$ cat src/rtl/sync_fifo_fwft.sv
// Single-clock FIFO built on a registered-read RAM. It has a STANDARD read mode
// (pop, then data on the next cycle) and an FWFT read mode, plus level flags and sticky error flags.
module sync_fifo_fwft #(
  parameter int    FIFO_DW   = 16,
  parameter int    FIFO_AW   = 8,
  parameter string RD_MODE   = "STANDARD",
  parameter int    AFULL_TH  = 2**FIFO_AW - 4,
  parameter int    AEMPTY_TH = 4
) (
  input  logic               clk_i,
  input  logic               rst_i,
  input  logic               flush_i,
  input  logic               push_i,
  input  logic [FIFO_DW-1:0] data_i,
  input  logic               pop_i,
  output logic [FIFO_DW-1:0] data_o,
  output logic               valid_o,
  output logic               empty_o,
  output logic               full_o,
  output logic               afull_o,
  output logic               aempty_o,
  output logic [FIFO_AW:0]   count_o,
  input  logic               clr_err_i,
  output logic               ovf_o,
  output logic               udf_o
);

  localparam int DEPTH   = 2**FIFO_AW;
  localparam bit IS_FWFT = (RD_MODE == "FWFT");

  localparam logic [FIFO_AW:0] DEPTH_C  = (FIFO_AW+1)'(DEPTH);
  localparam logic [FIFO_AW:0] AFULL_C  = (FIFO_AW+1)'(AFULL_TH);
  localparam logic [FIFO_AW:0] AEMPTY_C = (FIFO_AW+1)'(AEMPTY_TH);
  localparam logic [FIFO_AW:0] ONE_C    = {{FIFO_AW{1'b0}}, 1'b1};

  logic [FIFO_DW-1:0] mem [DEPTH];
  logic [FIFO_DW-1:0] ram_rd_q;

  logic [FIFO_AW:0] wr_ptr_q, wr_ptr_d;
  logic [FIFO_AW:0] rd_ptr_q, rd_ptr_d;
  logic [FIFO_AW:0] count_q, count_d;
  logic             valid_q, valid_d;
  logic             empty_q, empty_d;
  logic             full_q, full_d;
  logic             afull_q, afull_d;
  logic             aempty_q, aempty_d;
  logic             ovf_q, ovf_d;
  logic             udf_q, udf_d;
  logic             seen_q, seen_d;

  logic push_acc;
  logic pop_acc;
  logic rd_en;
  logic ram_avail;
  logic ovf_set;
  logic udf_set;

  // RAM array with a write port and a registered read port. It has no reset,
  // so the tools can map it onto block RAM.
  always_ff @(posedge clk_i) begin
    if (push_acc) begin
      mem[wr_ptr_q[FIFO_AW-1:0]] <= data_i;
    end
    if (rd_en) begin
      ram_rd_q <= mem[rd_ptr_q[FIFO_AW-1:0]];
    end
  end

  always_comb begin
    push_acc  = push_i & ~full_q & ~flush_i;
    ram_avail = (wr_ptr_q != rd_ptr_q);
    if (IS_FWFT) begin
      pop_acc = pop_i & valid_q & ~flush_i;
      // Refill the head register whenever it is empty or being consumed
      rd_en   = (~valid_q | pop_acc) & ram_avail & ~flush_i;
    end else begin
      pop_acc = pop_i & ~empty_q & ~flush_i;
      rd_en   = pop_acc;
    end
    ovf_set = push_i & full_q & ~flush_i;
    udf_set = pop_i & empty_q & ~flush_i;
  end

  always_comb begin
    wr_ptr_d = wr_ptr_q;
    rd_ptr_d = rd_ptr_q;
    count_d  = count_q;
    valid_d  = valid_q;
    if (flush_i) begin
      wr_ptr_d = '0;
      rd_ptr_d = '0;
      count_d  = '0;
      valid_d  = 1'b0;
    end else begin
      if (push_acc) begin
        wr_ptr_d = wr_ptr_q + ONE_C;
      end
      if (rd_en) begin
        rd_ptr_d = rd_ptr_q + ONE_C;
      end
      case ({push_acc, pop_acc})
        2'b10:   count_d = count_q + ONE_C;
        2'b01:   count_d = count_q - ONE_C;
        default: count_d = count_q;
      endcase
      if (IS_FWFT) begin
        valid_d = rd_en | (valid_q & ~pop_acc);
      end else begin
        valid_d = rd_en;
      end
    end

    full_d   = (count_d == DEPTH_C);
    afull_d  = (count_d >= AFULL_C);
    aempty_d = (count_d <= AEMPTY_C);
    if (IS_FWFT) begin
      empty_d = ~valid_d;
    end else begin
      empty_d = (count_d == '0);
    end

    // A new error in this cycle wins over clr_err_i
    ovf_d  = ovf_set | (ovf_q & ~clr_err_i);
    udf_d  = udf_set | (udf_q & ~clr_err_i);
    seen_d = seen_q | rd_en;
  end

  always_ff @(posedge clk_i or posedge rst_i) begin
    if (rst_i) begin
      wr_ptr_q <= '0;
      rd_ptr_q <= '0;
      count_q  <= '0;
      valid_q  <= 1'b0;
      empty_q  <= 1'b1;
      full_q   <= 1'b0;
      afull_q  <= 1'b0;
      aempty_q <= 1'b1;
      ovf_q    <= 1'b0;
      udf_q    <= 1'b0;
      seen_q   <= 1'b0;
    end else begin
      wr_ptr_q <= wr_ptr_d;
      rd_ptr_q <= rd_ptr_d;
      count_q  <= count_d;
      valid_q  <= valid_d;
      empty_q  <= empty_d;
      full_q   <= full_d;
      afull_q  <= afull_d;
      aempty_q <= aempty_d;
      ovf_q    <= ovf_d;
      udf_q    <= udf_d;
      seen_q   <= seen_d;
    end
  end

  // The RAM read register cannot be reset, so data_o reads as zero until
  // the first read after reset has loaded the register.
  assign data_o   = seen_q ? ram_rd_q : '0;
  assign valid_o  = valid_q;
  assign empty_o  = empty_q;
  assign full_o   = full_q;
  assign afull_o  = afull_q;
  assign aempty_o = aempty_q;
  assign count_o  = count_q;
  assign ovf_o    = ovf_q;
  assign udf_o    = udf_q;

endmodule
$ cat config.mk
export PLATFORM = sky130hd
export DESIGN_NAME = sync_fifo_fwft
export DESIGN_NICKNAME = d
export VERILOG_FILES = /design/src/rtl/sync_fifo_fwft.sv
export SDC_FILE = /design/constraint.sdc
export NUM_CORES = 2
export LEC_CHECK = 0
export CAP_MARGIN = 20
export CORE_UTILIZATION = 49
export DETAILED_ROUTE_END_ITERATION = 8
export PLACE_DENSITY_LB_ADDON = 0.12
export SYNTH_ARGS = -nofsm -noshare
export SYNTH_HDL_FRONTEND = slang
export SYNTH_SLANG_ARGS = --single-unit
$ cat constraint.sdc
create_clock -name clk_i -period 5.6 [get_ports clk_i]
set_clock_uncertainty 0.1 [all_clocks]
set_input_delay 0.84 -clock clk_i [delete_from_list [all_inputs] [get_ports clk_i]]
set_output_delay 0.84 -clock clk_i [all_outputs]
set_load 0.01 [all_outputs]
* Word level (Yosys, flattened, before mapping)
Memories as Yosys holds them, arrays and structs flattened. A register that Yosys moved wholly into a read port is not among the register bits.
Cells that the tools add are included.
** Word-level totals
- Register bits after elaboration :: 35
- Bits in writable memories :: 4096
- Input port bits :: 22
- Output and inout bits :: 32
- Logic and storage cells :: 51
- Memories :: 1
** Cells by class
- Add/sub/neg operators :: 4
- Order comparisons :: 2
- Eq/ne operators :: 3
- Muxes and demuxes :: 10
- Bitwise gates (word level) :: 17
- Reduce and logical (&&, ||, !) cells :: 3
** Memory list
- mem :: words 256, bits a word 16, read ports 1, clocked after memory_dff 1, write ports 1, line 36 : logic [FIFO_DW-1:0] mem [DEPTH];
** Operators with widths (count)
- 9-bit 2-to-1 mux :: 5
- 9-bit by 1-bit adder with 9-bit output (second input constant) :: 3
- 9-bit one-hot mux with 2 select lines :: 1
- 16-bit 2-to-1 mux :: 1
- 1-bit bitwise AND :: 10
- 9-bit == test (second input constant) :: 1
- 9-bit by 8-bit greater-or-equal comparator with 1-bit output (second input constant) :: 1
- 9-bit by 3-bit less-or-equal comparator with 1-bit output (second input constant) :: 1
- 9-bit zero test :: 1
- 9-bit by 1-bit subtractor with 9-bit output (second input constant) :: 1
- 1-bit NOT :: 4
- 2-bit nonzero test :: 2
- 1-bit 2-to-1 mux :: 3
- 1-bit OR :: 3
- 2-bit by 1-bit == test with 1-bit output (second input constant) :: 1
- 2-bit == test (second input constant) :: 1

* Depth between registers and ports, before layout
- Depth in word-level cells :: 7
- Gate-level depth with buffers :: 15
- Gate-level depth less buffers :: 13

* Worst setup path before layout
Ideal clock, no wire load.
- Kind :: input to register
- Start point :: in flush_i
- End point :: reg full_q, in the netlist full_o
- Library setup time :: 101 ps
- Arrival time :: 4566 ps
- Data required time :: 5399 ps
- Path slack :: 833 ps
- Stages on the path :: 15
- Path buffers :: 4
- Path through :: clkbuf_1 > buf_1 > nor2b_1 > ha_1 > clkbuf_1 > buf_2 > xor2_1 > ha_1 > a21o_1 > a22oi_1 > o211a_1 > nor4_1 > or2_2 > nand4bb_1 > nor4_1
** Between the ends
- Cells in the longest elaborated chain, start to end :: 6
- Elaborated cells between the ends (all ways) :: 8
- Those cells by class :: 3 x eq/ne; 2 x mux; 3 x bitwise
** RTL lines
- from (decl) :: line 12 : input logic flush_i,
- 1-bit NOT (*) :: line 77 : pop_acc = pop_i & ~empty_q & ~flush_i;
- 1-bit bitwise AND (*) :: line 77
- named net pop_acc :: line 52 : logic pop_acc;
- 2-bit by 1-bit == test with 1-bit output or 2-bit == test (tied branches) :: line 101 : case ({push_acc, pop_acc})
- 9-bit one-hot mux with 2 select lines (*) :: line 101
- 9-bit 2-to-1 mux (*) :: line 89 : if (flush_i) begin
- named net count_d[4] :: line 41 : logic [FIFO_AW:0] count_q, count_d;
- 9-bit == test (*) :: line 113 : full_d = (count_d == DEPTH_C);
- named net full_d :: line 44 : logic full_q, full_d;
- to (signal assigned) :: line 147 : full_q <= full_d;
- to (decl) :: line 44
The timed path passes the listed nets; every way through them passes the cells marked *.
A chain may end at the register's enable or synchronous reset.

==> impl_metrics.csv <==
group,metric,value,unit
route,drtAntennaViolNets,0,
place,gp_congestion,0.856,
global_routing,first_global_vias,80800,
place,portBuffers,53,
synth,synthArstFlopShare,0.00796,
synth,synth_ff_type,"edfxtp_1",
cts,cts_made_buffers,423,
critical_path,cpPeakStageDelay,1120,ps
route,vias_per_cell,6.46,
global_routing,grt_util_all_layers,0.285,
synth,syn-cell-area,0.160,mm2
sta,worst_slew_pin_slew,1360,ps
sta,hold_violations,0,
pwr,power.density,379,mW/mm2
floorplanning,fp.dieH,573,um
route,drc,4,
global_routing,top_usage_layer,"met2",
global_routing,grt_max_degree,157,
route,avgRoutedWirePerCell,36.8,um
sta,max_clock_freq,220,MHz
sta,finalCritPeriodShare,0.812,
synth,synth_area_per_cell,21.4,um2
route,first_iter_violations,11700,
route,firstDrtPassIters,7,
floorplanning,initial_core_util,0.492,
cts,path_clk_slew,60,ps
global_routing,grt-ovfl-total,0,
synth,syn_nets,7497,
cts,cts.sinks,4145,
synth,ys_types,73,
place,dp_hpwl,285000,um
sta,setup_violations,0,
floorplanning,rows,209,
sta,slew_headroom,0.0955,
synth,synth-seq-cells,4145,
hold_path,hold_path_depth,1,
floorplanning,chipWidth,573,um
synth,netlist_instances,7467,
sta,min_period,4550,ps
synth,synth_warnings,0,
cts,htreeDepth,5,
floorplanning,ioPinCount,54,
critical_path,worstPathRequired,6320,ps
global_routing,antenna_found_initial,31,
finish,fin_util,0.562,
critical_path,cp_slowest_cell,"dfrtp_4",
synth,yosysSeqAreaShare,0.779,
synth,synth-edff-count,4112,
critical_path,cp-end-kind,"register",
cts,tritoncts,"yes",
sta,rsz0062_at_grt,"no",
finish,nFillCells,24300,
critical_path,cp-start-kind,"register",
cts,post_cts_buffers,0,
cts,cts_resized,0,
cts,cts-hold-fix-buffers,0,
global_routing,grt_use_met2,0.433,
critical_path,cp_max_fo,33,
status,violations,"DRC",
cts,cts_root_buf,"clkbuf_16",
sta,finalSetupTns,0,ps
critical_path,crit_chain,"buf_12 > nand3_2 > buf_12 > o22ai_1 > a2111oi_0 > nor3_1 > nor3_1 > o32ai_1",
floorplanning,dieArea,0.328,mm2
critical_path,reg2regPathDepth,8,
hold_path,hold_path.class,"input port to register",
critical_path,crit_arrival,5260,ps
global_routing,met1_usage,0.422,
finish,final_layout_size_suffix_gt1_frac,0.264,
pwr,peakVddDrop,0.000276,V
cts,clockBufferDepth,4,
sta,slew_viol_final,0,
route,routed_wl,469000,um
critical_path,criticalPathCategory,"register to register",
finish,nets,8106,
finish,area_growth,14.2,%
status,status,"complete, but fails checks",
job,max-cap-violations,0,
pwr,p_leak,0.0561,uW
global_routing,grt_util_met3,0.0509,
floorplanning,core,0.324,mm2
global_routing,grt_pass1_wl,652000,um
route,vias,82500,
cts,clk_latency,970,ps
[cells by family after synthesis]
kind of cell | count (synthesis) | synth area share
adder cells (fa/ha/maj) | 8 | 0.000627
AO/OA/AOI/OAI | 858 | 0.0370
flip-flops | 4145 | 0.779
multiplexers | 1288 | 0.149
AND/OR/NAND/NOR | 675 | 0.0187
buffers and inverters | 477 | 0.0155
XOR/XNOR | 16 | 0.000878
[power by group]
part	internal, uW	switching [uW]	total (uW)
Clock	15200	11800	27000
Combinational	3610	4250	7850
Sequential	34200	143	34300
Total	53000	16200	69200
[cells in the final DEF, fill, tap and decap left out, drive strengths merged, types with 44 or more instances in the layout]
| master | count |
|---|---|
| edfxtp | 4112 |
| mux4 | 867 |
| buf | 608 |
| clkbuf | 530 |
| mux2i | 412 |
| nor2 | 320 |
| a22oi | 223 |
| clkinv | 203 |
| a21oi | 190 |
| nand2 | 155 |
| o21ai | 88 |
| a211oi | 80 |
| a221oi | 66 |
| o22ai | 46 |
| nand3 | 44 |
[metal layers]
metal | vias to the layer above | routed length [um]
li1 | 32700 | -
met1 | 44600 | 192000
met2 | 4492 | 216000
met3 | 665 | 45900
met4 | 12 | 16100
met5 | - | 76
[through the flow]
| stage | power [uW] | cell area (um2) | std cells | setup WS [ps] | hold slack (ps) |
|---|---|---|---|---|---|
| finish | 69200 | 182000 | 12800 | 1050 | 96.7 |
| global route | 71200 | 182000 | 12800 | 990 | 93.8 |
| CTS | 69700 | 182000 | 12700 | 1030 | 41.8 |
| detailed placement | 42900 | 169000 | 12000 | 623 | 429 |
| global placement | 42800 | 169000 | 12000 | 588 | 432 |
| floorplan | 40200 | 160000 | 7467 | 833 | 422 |
[worst paths after layout]
| kind | endpoint | startpoint | slack, ps |
|---|---|---|---|
| max | ram_rd_q[4] | rd_ptr_q[0] | 1050 |
| min | mem[17][9] | data_i[9] | 100 |
| max reg2reg | ram_rd_q[4] | rd_ptr_q[0] | 1050 |
| min reg2reg | udf_o | udf_o | 430 |
| max in group asynchronous | rd_ptr_q[1] | rst_i | 4520 |
| min in group asynchronous | valid_o | rst_i | 280 |
[synth_stat cells (8+ instances only)]
library cell     n  area [um2]
a211o_1         11        96.3
a211oi_1        80         601
buf_6           36         405
o21ai_0         82         410
nand2_1        155         582
a22oi_1        223        1670
nor3_1          28         140
nand3_1         44         220
inv_1           14        52.6
buf_4           49         368
or3_1           11        68.8
o31ai_1         11        82.6
mux2i_1        412        4120
edfxtp_1      4112      123000
ha_1             8         100
nor4_1          11        68.8
dfrtp_1         31         776
nor2b_1         34         213
buf_2          147         736
o32ai_1         10        87.6
nor2_1         320        1200
and2_1          23         144
a221oi_1        66         578
a22o_1          22         193
buf_1           28         105
xor2_1           8        70.1
o221ai_1        41         359
clkbuf_1       198         743
xnor2_1          8        70.1
a21oi_1        190         951
mux2_2           9         101
mux4_2         867       19500
o22ai_1         46         288
o211ai_1        10        75.1
a31oi_1         20         125
nand2b_1        11        68.8
[sequential cells by signal, indices dropped and copies added, names as in the netlist]
register	flops
full_o	1
seen_q	1
valid_o	1
empty_o	1
afull_o	1
udf_o	1
rd_ptr_q	8
mem	4096
wr_ptr_q	8
ram_rd_q	16
ovf_o	1
aempty_o	1
count_o	9
[final cells by class]
class / count / area (um2) / share of cell area
sequential: 4145 / 124000 / 0.682
multi-input combinational: 2845 / 33400 / 0.183
clock buffer: 528 / 11100 / 0.0608
timing repair buffer: 646 / 6090 / 0.0334
tap: 4325 / 5410 / 0.0297
clock inverter: 247 / 2020 / 0.0111
inverter: 15 / 63.8 / 0.000350
antenna: 11 / 27.5 / 0.000151
[critical path: cells and delay by family, from the launching register on]
| family | cells | cell delay, ps |
|---|---|---|
| flops | 1 | 1120 |
| simple gates | 3 | 1630 |
| buf+inv | 2 | 770 |
| compound gates | 3 | 680 |
Note: power is estimated with default switching activity, not from simulation.
